File: config.mk
export PLATFORM = sky130hd
export DESIGN_NAME = fx3_bus_reader
export DESIGN_NICKNAME = d
export VERILOG_FILES = /design/src/rtl/fx3_bus_reader.sv
export SDC_FILE = /design/constraint.sdc
export NUM_CORES = 1
export LEC_CHECK = 0
export CAP_MARGIN = 30
export CORE_MARGIN = 3
export CORE_UTILIZATION = 28
export CTS_CLUSTER_DIAMETER = 40
export CTS_CLUSTER_SIZE = 30
export DETAILED_ROUTE_END_ITERATION = 8
export PLACE_DENSITY = 0.48
export SYNTH_ARGS = -nofsm -noshare
export SYNTH_HDL_FRONTEND = slang
export SYNTH_SLANG_ARGS = --single-unit
File: constraint.sdc
create_clock -name fx3_clock -period 2.7 [get_ports fx3_clock]
set_input_delay 0.54 -clock fx3_clock [delete_from_list [all_inputs] [get_ports fx3_clock]]
set_output_delay 0.54 -clock fx3_clock [all_outputs]
set_load 0.02 [all_outputs]
File: src/rtl/fx3_bus_reader.sv
// Burst reader for an FX3 GPIF producer: requests bursts, captures words after a fixed read latency.
// Optional test-pattern sequence checker compiled in with FX3_READER_SEQCHECK_EN.
module fx3_bus_reader #(
    parameter int BURST_WORDS  = 8192,
    parameter int READ_LATENCY = 2,
    parameter int GAP_CYCLES   = 4
) (
    input  logic        fx3_clock,
    input  logic        reset,
    input  logic        enable,
    input  logic        dataAvailable,
    input  logic        bufferError,
    input  logic [15:0] databus,
    output logic        collectData,
    output logic        readData,
    output logic        wordValid,
    output logic [15:0] wordOut,
    output logic [15:0] burstCount,
    output logic [15:0] errorCount,
    output logic        overflowSeen
);

    typedef enum logic [2:0] {IDLE, WAIT_AVAIL, READ, GAP, HALT} state_t;

    state_t                  state;
    logic [15:0]             rd_cnt;
    logic [15:0]             cap_cnt;
    logic [7:0]              gap_cnt;
    logic [READ_LATENCY-1:0] rd_shift;
    logic                    capture;
    logic                    last_capture;
    logic                    halt_req;

    function automatic logic [15:0] sat_inc(input logic [15:0] v);
        return (v == 16'hFFFF) ? v : v + 16'd1;
    endfunction

    // The capture window is the read strobe delayed by the producer's latency.
    assign capture      = rd_shift[READ_LATENCY-1] && (state == READ);
    assign last_capture = capture && (cap_cnt == 16'(BURST_WORDS - 1));
    assign halt_req     = bufferError && collectData;

    always_ff @(posedge fx3_clock) begin
        if (reset) begin
            state        <= IDLE;
            collectData  <= 1'b0;
            readData     <= 1'b0;
            wordValid    <= 1'b0;
            overflowSeen <= 1'b0;
            wordOut      <= 16'd0;
            burstCount   <= 16'd0;
            rd_cnt       <= 16'd0;
            cap_cnt      <= 16'd0;
            gap_cnt      <= 8'd0;
            rd_shift     <= '0;
        end else if (halt_req) begin
            state        <= HALT;
            collectData  <= 1'b0;
            readData     <= 1'b0;
            wordValid    <= 1'b0;
            overflowSeen <= 1'b1;
            rd_shift     <= '0;
        end else begin
            for (int i = READ_LATENCY - 1; i > 0; i--) begin
                rd_shift[i] <= rd_shift[i-1];
            end
            rd_shift[0] <= readData;
            wordValid   <= capture;
            if (capture) begin
                wordOut <= databus;
            end

            case (state)
                IDLE: begin
                    if (enable) begin
                        state       <= WAIT_AVAIL;
                        collectData <= 1'b1;
                    end
                end
                WAIT_AVAIL: begin
                    if (!enable) begin
                        state       <= IDLE;
                        collectData <= 1'b0;
                    end else if (dataAvailable) begin
                        state    <= READ;
                        readData <= 1'b1;
                        rd_cnt   <= 16'd0;
                        cap_cnt  <= 16'd0;
                    end
                end
                READ: begin
                    if (readData) begin
                        if (rd_cnt == 16'(BURST_WORDS - 1)) begin
                            readData <= 1'b0;
                        end else begin
                            rd_cnt <= rd_cnt + 16'd1;
                        end
                    end
                    if (last_capture) begin
                        burstCount <= burstCount + 16'd1;
                        state      <= GAP;
                        gap_cnt    <= 8'd0;
                    end else if (capture) begin
                        cap_cnt <= cap_cnt + 16'd1;
                    end
                end
                GAP: begin
                    if (gap_cnt == 8'(GAP_CYCLES - 1)) begin
                        if (enable) begin
                            state <= WAIT_AVAIL;
                        end else begin
                            state       <= IDLE;
                            collectData <= 1'b0;
                        end
                    end else begin
                        gap_cnt <= gap_cnt + 8'd1;
                    end
                end
                HALT: begin
                end
                default: begin
                    state <= IDLE;
                end
            endcase
        end
    end

`ifdef FX3_READER_SEQCHECK_EN
    logic [9:0] seq_exp;
    logic       seq_locked;

    // Expected next value is always the received low bits plus one, so a bad word resyncs the checker.
    always_ff @(posedge fx3_clock) begin
        if (reset) begin
            seq_locked <= 1'b0;
            errorCount <= 16'd0;
        end else if (halt_req) begin
            seq_locked <= seq_locked;
        end else if (state == IDLE && enable) begin
            seq_locked <= 1'b0;
        end else if (capture) begin
            if (seq_locked && ((databus[15:10] != 6'd0) || (databus[9:0] != seq_exp))) begin
                errorCount <= sat_inc(errorCount);
            end
            seq_exp    <= databus[9:0] + 10'd1;
            seq_locked <= 1'b1;
        end
    end
`else
    assign errorCount = 16'd0;
`endif

endmodule

# Word level (Yosys, flattened, before mapping)

Index checks and enable logic that the tools add are counted.

Add/sub/neg operators: 4
Equal/unequal tests: 23
Muxes and demuxes: 28
Bitwise logic cells: 2
Reduce and logical (&&, ||, !) cells: 17

Operators by type and width:

| cell                                                  | number |
|---|---|
| 2-to-1 mux 16 bit                                     | 6 |
| case mux 16 bit (2 select lines)                      | 2 |
| adder 16 x 1 -> 16 bit, second input constant         | 3 |
| equality test 16 x 13 -> 1 bit, second input constant | 2 |
| inequality test 2 bit, second input constant          | 11 |
| 2-to-1 mux 3 bit                                      | 6 |
| 2-to-1 mux 8 bit                                      | 2 |
| case mux 8 bit (2 select lines)                       | 1 |
| case mux 3 bit (5 select lines)                       | 1 |
| inequality test 3 bit, second input constant          | 4 |
| AND reduction 6 bit                                   | 2 |
| AND reduction 5 bit                                   | 2 |
| AND reduction 3 bit                                   | 3 |
| adder 8 x 1 -> 8 bit, second input constant           | 1 |
| equality test 8 x 2 -> 1 bit, second input constant   | 1 |
| 2-to-1 mux 1 bit                                      | 8 |
| equality test 3 x 2 -> 1 bit, second input constant   | 2 |
| inequality test 4 bit, second input constant          | 1 |
| AND reduction 4 bit                                   | 1 |
| nonzero test 2 bit                                    | 2 |
| equality test 3 x 1 -> 1 bit, second input constant   | 1 |
| equality test 3 bit, second input constant            | 1 |
| logical AND 1 bit                                     | 3 |
| zero test 3 bit                                       | 1 |
| other kinds (6)                                       | 7 |

Bits in registers: 81
Input port bits: 21
Output and inout port bits: 52
Word-level logic and storage cells: 86

# Depth between registers and ports, before layout

Depth after elaboration: 6
Mapped depth: 9
Mapped depth without buffers: 6

# Worst setup path before layout

Ideal clock, no wire load.

Path kind: reg-to-reg
Start point: register state[2]
End point: register rd_cnt[5]
Setup time: 139 ps
Arrival time: 1,903 ps
Required time: 2,561 ps
Path slack: 658 ps
Stages on the path, launching flop included: 9
Path buffers: 3
Period minus slack after synthesis: 2,042 ps
Path through: dfxtp_1 > buf_6 > or3b_1 > buf_2 > or4_4 > o21a_1 > buf_6 > a41oi_1 > a311oi_1

Cells in the longest elaborated chain, start to end: 3
Elaborated cells between the ends (all ways): 9
Those cells by class: 6 x eq/ne; 1 x mux; 2 x reduce/logical

RTL lines:

| what                                                                                | RTL line | RTL |
|---|---|---|
| start: declaration                                                                  | 25       | `state_t state;` |
| start signal: assignment                                                            | 45       | `state <= IDLE;` |
| start signal: assignment                                                            | 57       | `state <= HALT;` |
| start signal: assignment                                                            | 76       | `state <= WAIT_AVAIL;` |
| equality test 3 x 2 -> 1 bit / equality test 3 x 1 -> 1 bit (equally long branches) | 73       | `case (state)` |
| inequality test 2 bit (no line) / nonzero test 2 bit (equally long branches)        | -        |  |
| AND reduction 6 bit (no line)                                                       | -        |  |
| end signal: assignment                                                              | 96       | `rd_cnt <= rd_cnt + 16'd1;` |
| end: declaration                                                                    | 26       | `logic [15:0] rd_cnt;` |

Parallel ways exist; a longest one is shown, timed or not.
A chain may end at the register's enable or synchronous reset.

# Worst setup path after layout

Start point: register cap_cnt[6]
End point: register burstCount[11]

Cells in the longest elaborated chain, start to end: 3

RTL lines:

| what                           | RTL line | RTL |
|---|---|---|
| start: declaration             | 27       | `logic [15:0] cap_cnt;` |
| start signal: assignment       | 104      | `cap_cnt <= cap_cnt + 16'd1;` |
| equality test 16 x 13 -> 1 bit | 40       | `assign last_capture = capture && (cap_cnt == 16'(BURST_WORDS - 1));` |
| logical AND 1 bit              | 40       |  |
| AND reduction 3 bit (no line)  | -        |  |
| end signal: assignment         | 100      | `burstCount <= burstCount + 16'd1;` |
| end: declaration               | 18       | `output logic [15:0] burstCount,` |

Every way passes these cells.

==> flow_metrics.tcl <==
set metrics [dict create \
    outcome "completed" \
    worstSetupStartpoint "cap_cnt[6]$_SDFFE_PP0P_" \
    syn_inst 487 \
    final_common_cell "dfxtp_1" \
    finalClockSkew_ps 9.79 \
    drv_cap 0 \
    io_pins 73 \
    cts_resized 0 \
    switching_power_w 0.000605 \
    fin_setup_tns_ps 0 \
    clock_path_buffers 2 \
    mostFrequentLayoutCells "81 x dfxtp_1, 60 x a21oi_1, 55 x nand2_1, 55 x clkdlybuf4s50_1, 31 x o21ai_0" \
    grt-ovfl-total 0 \
    rsz0062_at_grt "no" \
    grt_pass1_wl_um 17100 \
    drc 0 \
    hold_path.class "reg -> reg" \
    path_max_fanout 11 \
    synth-seq-cells 81 \
    yosysTopAreaCell "dfxtp_1" \
    synthTopCellsByArea "dfxtp_1 40%, a21oi_1 7.4%, nand2_1 5.1%" \
    rows 43 \
    die_x_um 126 \
    n_antenna_cell 0 \
    root_buffer "clkbuf_16" \
    dieArea_mm2 0.0160 \
    grt_usage 0.131 \
    preCtsSetupSlack_ps 100 \
    cts.sinks 81 \
    combPwrFrac 0.058 \
    slew_violations 0 \
    start_util 0.289 \
    setup_viol 0 \
    first_pass_iters 4 \
    htree_levels 3 \
    cp.required_ps 2970 \
    worst_pin_slew_ps 630 \
    cts_tree "done" \
    synth-edff-count 0 \
    layout_min_cycle_time_ps 2240 \
    rr_startpoint "cap_cnt[6]$_SDFFE_PP0P_" \
    p_seq_frac 0.450 \
    p_sw_frac 0.226 \
    fin_area_mm2 0.00509 \
    end_kind "flop" \
    dp_hpwl_um 7190 \
    clk_pin_slew_ps 60 \
    relSlewSlack 0.578 \
    grt_pass1_vias 3468 \
    period_share 0.829 \
    vias 3697 \
    max_freq_ghz 0.447 \
    initialDrtViolationCount 175 \
    p_leak_nw 1.65 \
    startpoint_type "flop" \
    place.port_buffers 56 \
    crit_arrival_ps 2510 \
    crit_slowest_cell "or4b_1" \
    viasPerCell 5.05 \
    cts_setup_buffers 0 \
    ctsHoldBuffers 0 \
    core-area_mm2 0.0140 \
    die_h_um 126 \
    final_nets 572 \
    syn_area_mm2 0.00406 \
    yosysWarnings 0 \
    path_cells "and4_1, and4_1, nand4_1, or4b_1, a21oi_1" \
    synth-async-reset-ratio 0 \
    hold_start "rd_shift[0]$_SDFF_PP0_" \
    numCtsBuffers 9 \
    place.gp.congestion 0.795 \
    hold_viol_final 0 \
    wl_per_cell_um 13.9 \
    area_growth_pct 25.5 \
    postRouteAntennaNets 0 \
    insertion_delay_ps 340 \
    p_int_w 0.00208 \
    cp_common_cell "and4_1" \
    ys_seq_area_frac 0.400 \
    yosysTopAreaCellShare 0.400 \
    drive_gt1_frac 0.0996 \
    routed_wl_um 10100 \
    avgSynthCellArea_um2 8.33 \
    antenna_found_initial 0 \
    fin_ws_ps 461 \
    yosysUniqueCellTypes 61 \
    grt_max_degree 35 \
    p_per_area_mw_per_mm2 527 \
    critical_path_class "reg -> reg" \
    synth_ff_type "dfxtp_1" \
    ir_drop_uv 288 \
    p_clk_frac 0.492 \
    slowest_delay_ps 520 \
    placed_area_mm2 0.00477 \
]
[power groups by stage]
stage	logic, W	clock network, W	registers [W]
after floorplan	0.000108	0	0.00124
after global placement	0.000156	0	0.00123
after detailed placement	0.000156	0	0.00123
after CTS	0.000157	0.00138	0.00121
after global routing	0.000171	0.00143	0.00121
final	0.000156	0.00132	0.00121
[worst max-delay path, delay by kind of cell (launching register included)]
family,cells,cell delay (ps)
AOI/OAI and AO/OA,1,150
DFF,1,450
and+or+nand+nor,4,1560
[final timing paths]
path	slack [ps]	cells after the start	to
max	460	5	burstCount[11]$_SDFFE_PP0P_
min reg2reg	450	1	rd_shift[1]$_SDFF_PP0_
min	450	1	rd_shift[1]$_SDFF_PP0_
max reg2reg	460	5	burstCount[11]$_SDFFE_PP0P_
[cells in the mapped netlist (4+ instances only)]
master and instances:
dfxtp_1 81, a21oi_1 60, nand2_1 55, o21ai_0 31, nor2_1 29, nand3_1 20, or3_1 19, buf_4 18
nand4_1 17, clkbuf_1 16, or4_1 11, a31oi_1 10, and3_1 8, and4_1 8, inv_1 8, o31ai_1 8
xor2_1 6, and2_1 5, nand2b_1 5, nor3_2 5, xnor2_1 5, ha_1 4, mux2i_1 4
[area by class of cell]
type / instances / area, um2
Fill cell: 1453 / 8950
Multi-Input combinational cell: 372 / 2200
Sequential cell: 81 / 1620
Timing Repair Buffer: 75 / 698
Clock buffer: 10 / 229
Tap cell: 180 / 225
Clock inverter: 6 / 90.1
Inverter: 8 / 30.0
[per-layer routing]
metal / GRT usage / part of all wire / up-vias
li1: - / - / 1884
met1: 0.169 / 0.48 / 1746
met2: 0.201 / 0.46 / 56
met3: 0.0480 / 0.051 / 11
met4: 0.0467 / 0.013 / 0
met5: 0 / 0 / -
[registers in the layout, summed over array words and instances, names as in the netlist]
register / count
wordOut: 16
readData: 1
rd_cnt: 16
cap_cnt: 16
rd_shift: 2
collectData: 1
wordValid: 1
state: 3
overflowSeen: 1
burstCount: 16
gap_cnt: 8
[cell families after synthesis]
logic type | Yosys count | synth area share
adder cells (fa/ha/maj) | 4 | 0.0123
multiplexers | 4 | 0.00987
flip-flops | 81 | 0.400
AO/OA/AOI/OAI | 133 | 0.195
XOR/XNOR | 11 | 0.0238
AND/OR/NAND/NOR | 204 | 0.286
buffers and inverters | 49 | 0.0725
other | 1 | 0.000924
[metrics by stage]
step                      cells  hold WS (ps)  power, W  utilization
after global routing        732           474   0.00281        0.363
final                       732           449   0.00268        0.363
after CTS                   732           450   0.00274        0.363
after floorplan             502           406   0.00135            -
after global placement      716           423   0.00139        0.340
after detailed placement    716           442   0.00139        0.340
Power figures use the tool's default switching activity.
